[src/rtl/ky11_intr.sv]
// ky11_intr: Unibus BR/BG/SACK/INTR interrupt requester with vector drive.
// Define KY11_INTR_TIMEOUT_EN to abandon a transaction after SSYNTIMO cycles.
module ky11_intr #(
  parameter int GRDEBOUNCE = 4,
  parameter int SSYNTIMO   = 1000
) (
  input  logic        CLOCK,
  input  logic        RESET,
  input  logic [2:0]  irqlev,
  input  logic [5:0]  irqvec,
  input  logic        init_in_h,
  input  logic [3:0]  bg_in_l,
  input  logic        bbsy_in_h,
  input  logic        syn_msyn_in_h,
  input  logic        syn_ssyn_in_h,
  input  logic        del_ssyn_in_h,
  output logic [3:0]  br_out_h,
  output logic [3:0]  bg_out_l,
  output logic        sack_out_h,
  output logic        bbsy_out_h,
  output logic        intr_out_h,
  output logic [15:0] d_out_h,
  output logic        irqdone,
  output logic        intrtimo,
  output logic [2:0]  istate
);

  typedef enum logic [2:0] {
    IDLE     = 3'd0,
    REQ      = 3'd1,
    GRANT    = 3'd2,
    WAITSSYN = 3'd3,
    RELEASE  = 3'd4
  } st_t;

  localparam int CW = $clog2(GRDEBOUNCE + 1);

  st_t         st_q, st_d;
  logic [1:0]  lev_q, lev_d;
  logic [5:0]  vec_q, vec_d;
  logic        armed_q, armed_d;
  logic [3:0]  br_q, br_d;
  logic        sack_q, sack_d;
  logic        bbsy_q, bbsy_d;
  logic        intr_q, intr_d;
  logic [15:0] dout_q, dout_d;
  logic        done_q, done_d;
  logic [CW-1:0] cnt_q, cnt_d;
  logic        clr;

  assign clr = RESET | init_in_h;

`ifdef KY11_INTR_TIMEOUT_EN
  localparam int TW = $clog2(SSYNTIMO + 1);
  logic [TW-1:0] tcnt_q, tcnt_d;
  logic          timo_q, timo_set, timo_clr;
`endif

  // Next-state and next-output logic for the bus transaction
  always_comb begin
    st_d    = st_q;
    lev_d   = lev_q;
    vec_d   = vec_q;
    armed_d = armed_q;
    br_d    = br_q;
    sack_d  = sack_q;
    bbsy_d  = bbsy_q;
    intr_d  = intr_q;
    dout_d  = dout_q;
    done_d  = 1'b0;
    cnt_d   = cnt_q;
`ifdef KY11_INTR_TIMEOUT_EN
    tcnt_d   = tcnt_q;
    timo_set = 1'b0;
    timo_clr = 1'b0;
`endif
    unique case (st_q)
      IDLE: begin
        if (!armed_q && irqlev != {1'b1, lev_q})
          armed_d = 1'b1;
        if (armed_q && irqlev[2]) begin
          lev_d = irqlev[1:0];
          vec_d = irqvec;
          br_d  = 4'b0001 << irqlev[1:0];
          cnt_d = '0;
          st_d  = REQ;
        end
      end
      REQ: begin
        if (irqlev != {1'b1, lev_q}) begin
          br_d = '0;
          st_d = IDLE;
        end else if (!bg_in_l[lev_q]) begin
          if (cnt_q == CW'(GRDEBOUNCE)) begin
            sack_d = 1'b1;
            br_d   = '0;
            st_d   = GRANT;
          end else begin
            cnt_d = cnt_q + CW'(1);
          end
        end else begin
          cnt_d = '0;
        end
      end
      GRANT: begin
        if (!bbsy_in_h && !syn_msyn_in_h &&
            !syn_ssyn_in_h && bg_in_l[lev_q]) begin
          bbsy_d = 1'b1;
          intr_d = 1'b1;
          dout_d = {8'b0, vec_q, 2'b00};
          sack_d = 1'b0;
`ifdef KY11_INTR_TIMEOUT_EN
          tcnt_d = '0;
`endif
          st_d   = WAITSSYN;
        end
      end
      WAITSSYN: begin
        if (del_ssyn_in_h) begin
          intr_d = 1'b0;
          st_d   = RELEASE;
        end
`ifdef KY11_INTR_TIMEOUT_EN
        else if (tcnt_q == TW'(SSYNTIMO - 1)) begin
          intr_d   = 1'b0;
          bbsy_d   = 1'b0;
          dout_d   = '0;
          armed_d  = 1'b0;
          timo_set = 1'b1;
          st_d     = IDLE;
        end else begin
          tcnt_d = tcnt_q + TW'(1);
        end
`endif
      end
      RELEASE: begin
        if (!del_ssyn_in_h) begin
          bbsy_d  = 1'b0;
          dout_d  = '0;
          done_d  = 1'b1;
          armed_d = 1'b0;
`ifdef KY11_INTR_TIMEOUT_EN
          timo_clr = 1'b1;
`endif
          st_d    = IDLE;
        end
      end
      default: st_d = IDLE;
    endcase
  end

  // State and registered outputs; INIT clears like RESET
  always_ff @(posedge CLOCK) begin
    if (clr) begin
      st_q    <= IDLE;
      lev_q   <= '0;
      vec_q   <= '0;
      armed_q <= 1'b1;
      br_q    <= '0;
      sack_q  <= 1'b0;
      bbsy_q  <= 1'b0;
      intr_q  <= 1'b0;
      dout_q  <= '0;
      done_q  <= 1'b0;
      cnt_q   <= '0;
    end else begin
      st_q    <= st_d;
      lev_q   <= lev_d;
      vec_q   <= vec_d;
      armed_q <= armed_d;
      br_q    <= br_d;
      sack_q  <= sack_d;
      bbsy_q  <= bbsy_d;
      intr_q  <= intr_d;
      dout_q  <= dout_d;
      done_q  <= done_d;
      cnt_q   <= cnt_d;
    end
  end

`ifdef KY11_INTR_TIMEOUT_EN
  // SSYN timer and sticky timeout flag; INIT leaves the flag alone
  always_ff @(posedge CLOCK) begin
    if (RESET) begin
      tcnt_q <= '0;
      timo_q <= 1'b0;
    end else if (init_in_h) begin
      tcnt_q <= '0;
    end else begin
      tcnt_q <= tcnt_d;
      if (timo_set)
        timo_q <= 1'b1;
      else if (timo_clr)
        timo_q <= 1'b0;
    end
  end
  assign intrtimo = timo_q;
`else
  assign intrtimo = 1'b0;
`endif

  // Block grants at our own level while requesting or holding the bus
  always_comb begin
    bg_out_l = bg_in_l;
    if (!clr) begin
      bg_out_l = bg_in_l | br_q;
      if (st_q == GRANT || st_q == WAITSSYN || st_q == RELEASE)
        bg_out_l[lev_q] = 1'b1;
    end
  end

  assign br_out_h   = br_q;
  assign sack_out_h = sack_q;
  assign bbsy_out_h = bbsy_q;
  assign intr_out_h = intr_q;
  assign d_out_h    = dout_q;
  assign irqdone    = done_q;
  assign istate     = st_q;

endmodule
[config.mk]
export PLATFORM = sky130hd
export DESIGN_NAME = ky11_intr
export DESIGN_NICKNAME = d
export VERILOG_FILES = /design/src/rtl/ky11_intr.sv
export SDC_FILE = /design/constraint.sdc
export NUM_CORES = 1
export LEC_CHECK = 0
export ABC_AREA = 1
export ABC_CLOCK_PERIOD_IN_PS = 2400
export CAP_MARGIN = 20
export CORE_ASPECT_RATIO = 1.75
export CORE_UTILIZATION = 35
export CTS_CLUSTER_SIZE = 30
export DETAILED_ROUTE_END_ITERATION = 8
export PLACE_DENSITY = 0.7
export SLEW_MARGIN = 15
export SYNTH_ARGS = -nofsm -noshare
export SYNTH_HDL_FRONTEND = slang
export SYNTH_SLANG_ARGS = --single-unit
export TNS_END_PERCENT = 30
[constraint.sdc]
create_clock -name CLOCK -period 2.4 [get_ports CLOCK]
set_input_delay 0.6 -clock CLOCK [delete_from_list [all_inputs] [get_ports CLOCK]]
set_output_delay 0.6 -clock CLOCK [all_outputs]
set_load 0.05 [all_outputs]
---- Yosys cells after proc, flatten, opt, wreduce, memory -nomap -nowiden ----
Cells that the tools add are included.
operators by class
  magnitude comparators ................... 2
  mux-type cells .......................... 40
  add/sub/neg operators ................... 1
  bitwise logic cells ..................... 4
  eq/ne operators ......................... 17
  multiply operators ...................... 0
  reductions and logical operators ........ 27
  div/mod/pow operators ................... 0
  shift-type cells ........................ 1
operators by type and width
  kind                 count
  $mux 3               11
  $mux 16              2
  $pmux 16 s2          1
  $mux 4               6
  $ne 2x2->1 const B   8
  $pmux 3 s5           1
  $mux 1               11
  $reduce_bool 2->1    5
  $ne 3x3->1 const B   3
  $reduce_and 3->1     3
  $or 4x4->4           2
  $pmux 1 s2           4
  $pmux 4 s2           1
  $reduce_and 4->1     2
  $eq 3x2->1 const B   2
  $eq 3x3->1 const B   2
  $logic_and 1x1->1    6
  $pmux 3 s2           1
  $reduce_and 6->1     1
  $reduce_and 5->1     1
  $logic_not 1->1      4
  $shl 1x2->4 const A  1
  $add 3x1->3 const B  1
  $eq 3x1->1 const B   1
  11 further kinds     12
storage, ports and cells
  bits in registers ....................... 39
  bits of input ports ..................... 20
  ROM bits ................................ 0
  memories kept ........................... 0
  bits in latches ......................... 0
  RAM bits ................................ 0

---- Depth between registers and ports, before layout ----
  depth in word-level cells ............... 7
  depth in mapped cells ................... 11
  depth with buffers taken out ............ 11

---- Worst setup path after synthesis ----
No wires, ideal clock.
  kind .................................... reg-to-output
  start ................................... register st_q[1] (netlist: istate[1])
  end ..................................... output bg_out_l[0]
  buffers on the path ..................... 0
  setup slack ............................. -0.285 ns
  arrival time ............................ 2.085 ns
  cell stages (with the launch flop) ...... 5
  data required time ...................... 1.800 ns
  cell sequence ........................... dfxtp_1 > inv_1 > o21ai_0 > a31oi_1 > o21bai_1
on the way
  word-level cells in the longest chain between the ends .. 5
  elaborated cells between the ends (all ways) .. 7
ends and longest elaborated chain
  what                    line  RTL
  start, declared         38    st_t st_q, st_d;
  start signal, assigned  167   st_q <= st_d;
  $eq 3x2->1              207   if (st_q == GRANT || st_q == WAITSSYN || st_q == RELEASE)
  $logic_or 1x1->1        207
  $logic_or 1x1->1 *      207
  $mux 4 *                207
  $mux 4 *                205   if (!clr) begin
  end, declared           18    output logic [3:0] bg_out_l,
Mark *: on every way between the ends. The rest lies on a longest branch, timed or not.

---- Worst setup path after layout ----
  start ................................... input RESET
  end ..................................... output bg_out_l[1]
on the way
  word-level cells in the longest chain between the ends .. 2
ends and longest elaborated chain
  what             line  RTL
  start, declared  8     input logic RESET,
  $or 1x1->1       51    assign clr = RESET | init_in_h;
  $mux 4           205
Every way passes these cells.

==> results.md <==
- Final period util: 0.977
- Routability cong.: 0.815
- Count of final setup violators: 0
- CTS buffer count: 5
- Post-Place Cells: 315
- # diodes: 0
- CP max FO: 3
- Combinational Power Share: 0.254
- # IOs: 52
- Final hold slack: 0.445 ns
- Sw Ratio: 0.325
- Area of the core: 4360 um^2
- Post-Layout Inst Area: 2200 um^2
- Hold_sp: vec_q[1]
- Crit path kind: input port to output port
- MaxCap Viol Count: 0
- Placed Instance Area: 2090 um^2
- Most frequent cells in the layout: nand2_1, clkdlybuf4s50_1, dfxtp_1
- Peak VDD IR: 0.000311 V
- Max Freq: 426 MHz
- Die Y: 91.0 um
- Clk Latency, worst-skew pair: 0.28 ns
- Clock share of power: 0.319
- Tot Pwr: 1.20 mW
- Gate Count Post-Synth: 221
- Residual DRC: 0
- Hpwl dp: 2950 um
- Syn. warnings: 0
- H-tree depth: 2
- Layout cell share with drive strength beyond 1: 0.188
- Pins Over Slew Limit: 0
- R2R Path End: cnt_q[0]
- CTS tree: done
- Unique masters post-synth: 30
- Starting density of the core: 0.363
- Layout Skew: 0.00342 ns
- Initial antenna violation count: 0
- NetSw: 390 uW
- Final hold vios: 0
- Die width: 52.8 um
- Pre-CTS setup slack: -0.0424 ns
- P_leak: 0.876 nW
- Synth Cell Area: 1580 um^2
- DR vias/cell: 4.78
- Setup_tns: 0 ns
- Clk buf depth: 2
- WL final: 3730 um
- Overall Global Routing Usage: 0.179
- RSZ-0062 raised after global routing: true
- GR Overflow Total: 0
- Worst setup margin: 0.0545 ns
- Area leader, netlist: dfxtp_1
- Time the worst path needs with I/O delays and setup: 2.35 ns
- CTS root buf: clkbuf_8
- Hold EP: vec_q[1]
- Min-delay worst type: register to register
- Via count: 1,544
- Status: finished clean
- Crit path launch type: input port
- Worst Path Required: 1.80 ns
- Syn-to-layout area delta: 38.8%
- Nets: 293
- Hold-fix buffers, CTS: 0
- Hold depth: 2
- Final Util: 0.503
- Crit path from: RESET
- # Post-CTS Setup Buffers: 0
- Worst-margin pin slew: 0.496 ns
- Synth top area share: 0.367
- Worst R2R Start: lev_q[0]
- DRT Pass-1 Iters: 4
- Antenna-violating nets left: 0
- Register area share after synthesis: 0.367
- First-pass GRT wire length: 6330 um
- Largest net degree at the start of global routing: 17
- CP Capture Type: output port
- Headroom to the max-slew limit: 0.669
- Most common cell after layout, fill and taps aside: nand2_1
- Avg WL per Cell: 11.6 um
- DIE AREA: 4810 um^2
- Initial DRC Count: 42
- Power density cells: 545 nW/um^2
- Reg2Reg Depth: 9
- Layout Cells excl Fill: 323
- Largest cells by area after synthesis: dfxtp_1, nand2_1, a21oi_1, buf_4, nor2_1
- Avg Cell Area, Syn: 7.16 um^2
- Worst-path clk slew: 0.06 ns
- Clock sinks: 29
- Sequential power share: 0.427
- Crit path DAT: 1.75 ns
- IO Port Bufs: 40
- Worst R2R Setup Slack: 0.89 ns
- Number of global-route vias before repair: 1,512
- Synth Register Bits: 29
- Num rows: 32
- P_int: 807 uW
-- worst max path at each step --
stage / depth (start not counted) / endpoint
final: 6 / bg_out_l[1]
after detailed placement: 6 / bg_out_l[2]
after floorplan: 4 / bg_out_l[0]
after CTS: 6 / bg_out_l[2]
after global placement: 6 / bg_out_l[3]
after global routing: 6 / bg_out_l[0]
-- kinds of logic after synthesis --
kind of cell / share of synthesized area
simple gates: 0.330
buf+inv: 0.124
xor+xnor: 0.00553
fa+ha+maj: 0.0158
other cells: 0.00237
compound gates: 0.156
flops: 0.367
-- synthesized netlist by cell type --
cell type	instances
dfxtp_1	29
nor2_1	21
nand4_2	1
nor3_2	3
clkinv_1	1
inv_1	17
nand3_2	4
o21bai_1	4
nand2_1	43
a21o_1	1
nand4_1	8
o21ai_1	4
o311ai_0	1
conb_1	1
o21ai_0	10
ha_1	2
buf_4	11
nor3_1	5
clkbuf_1	2
buf_2	1
buf_6	1
xnor2_1	1
a21oi_1	21
inv_2	6
nand2_2	6
a31oi_1	4
nand3_1	9
nor2_4	1
nand3_4	1
nor2_2	2
-- critical path, cell delays in order --
cell             delay (ns)
clkdlybuf4s50_1        0.41
nor2_2                 0.15
clkinv_2               0.10
buf_4                  0.15
o21bai_2               0.18
buf_12                 0.16
-- power by group through the flow --
stage / clock network (mW) / logic (mW) / registers (mW)
detailed placement: 0 / 0.301 / 0.521
CTS: 0.395 / 0.303 / 0.511
floorplan: 0 / 0.193 / 0.540
global route: 0.414 / 0.331 / 0.513
finish: 0.382 / 0.304 / 0.511
global placement: 0 / 0.299 / 0.521
-- state kept, by name, indices dropped and copies added, names as in the netlist --
signal,flops
cnt_q,3
armed_q,1
br_out_h,4
bbsy_out_h,1
vec_q,6
intr_out_h,1
irqdone,1
d_out_h,6
sack_out_h,1
istate,3
lev_q,2
-- cell type report --
cell class / instances / area [um^2]
clock buffer: 6 / 72.6
clock inverter: 2 / 10.0
fill: 458 / 2170
inverter: 24 / 91.3
multi-input combinational: 163 / 876
sequential: 29 / 583
tap: 51 / 63.8
timing repair buffer: 48 / 500
-- routing by layer --
metal | vias to the layer above | wire, um | track usage
met1 | 686 | 1380 | 0.162
met2 | 36 | 2080 | 0.332
met5 | - | 0 | 0
met4 | 0 | 119 | 0.107
li1 | 813 | - | -
met3 | 9 | 159 | 0.0402
-- repair_timing --
item	4_1_cts	5_1_grt
pin swaps	0	1
gates resized for setup	2	3
hold endpoints to repair	0	0
setup endpoints to repair	4	4
(Power assumes the default switching activity.)
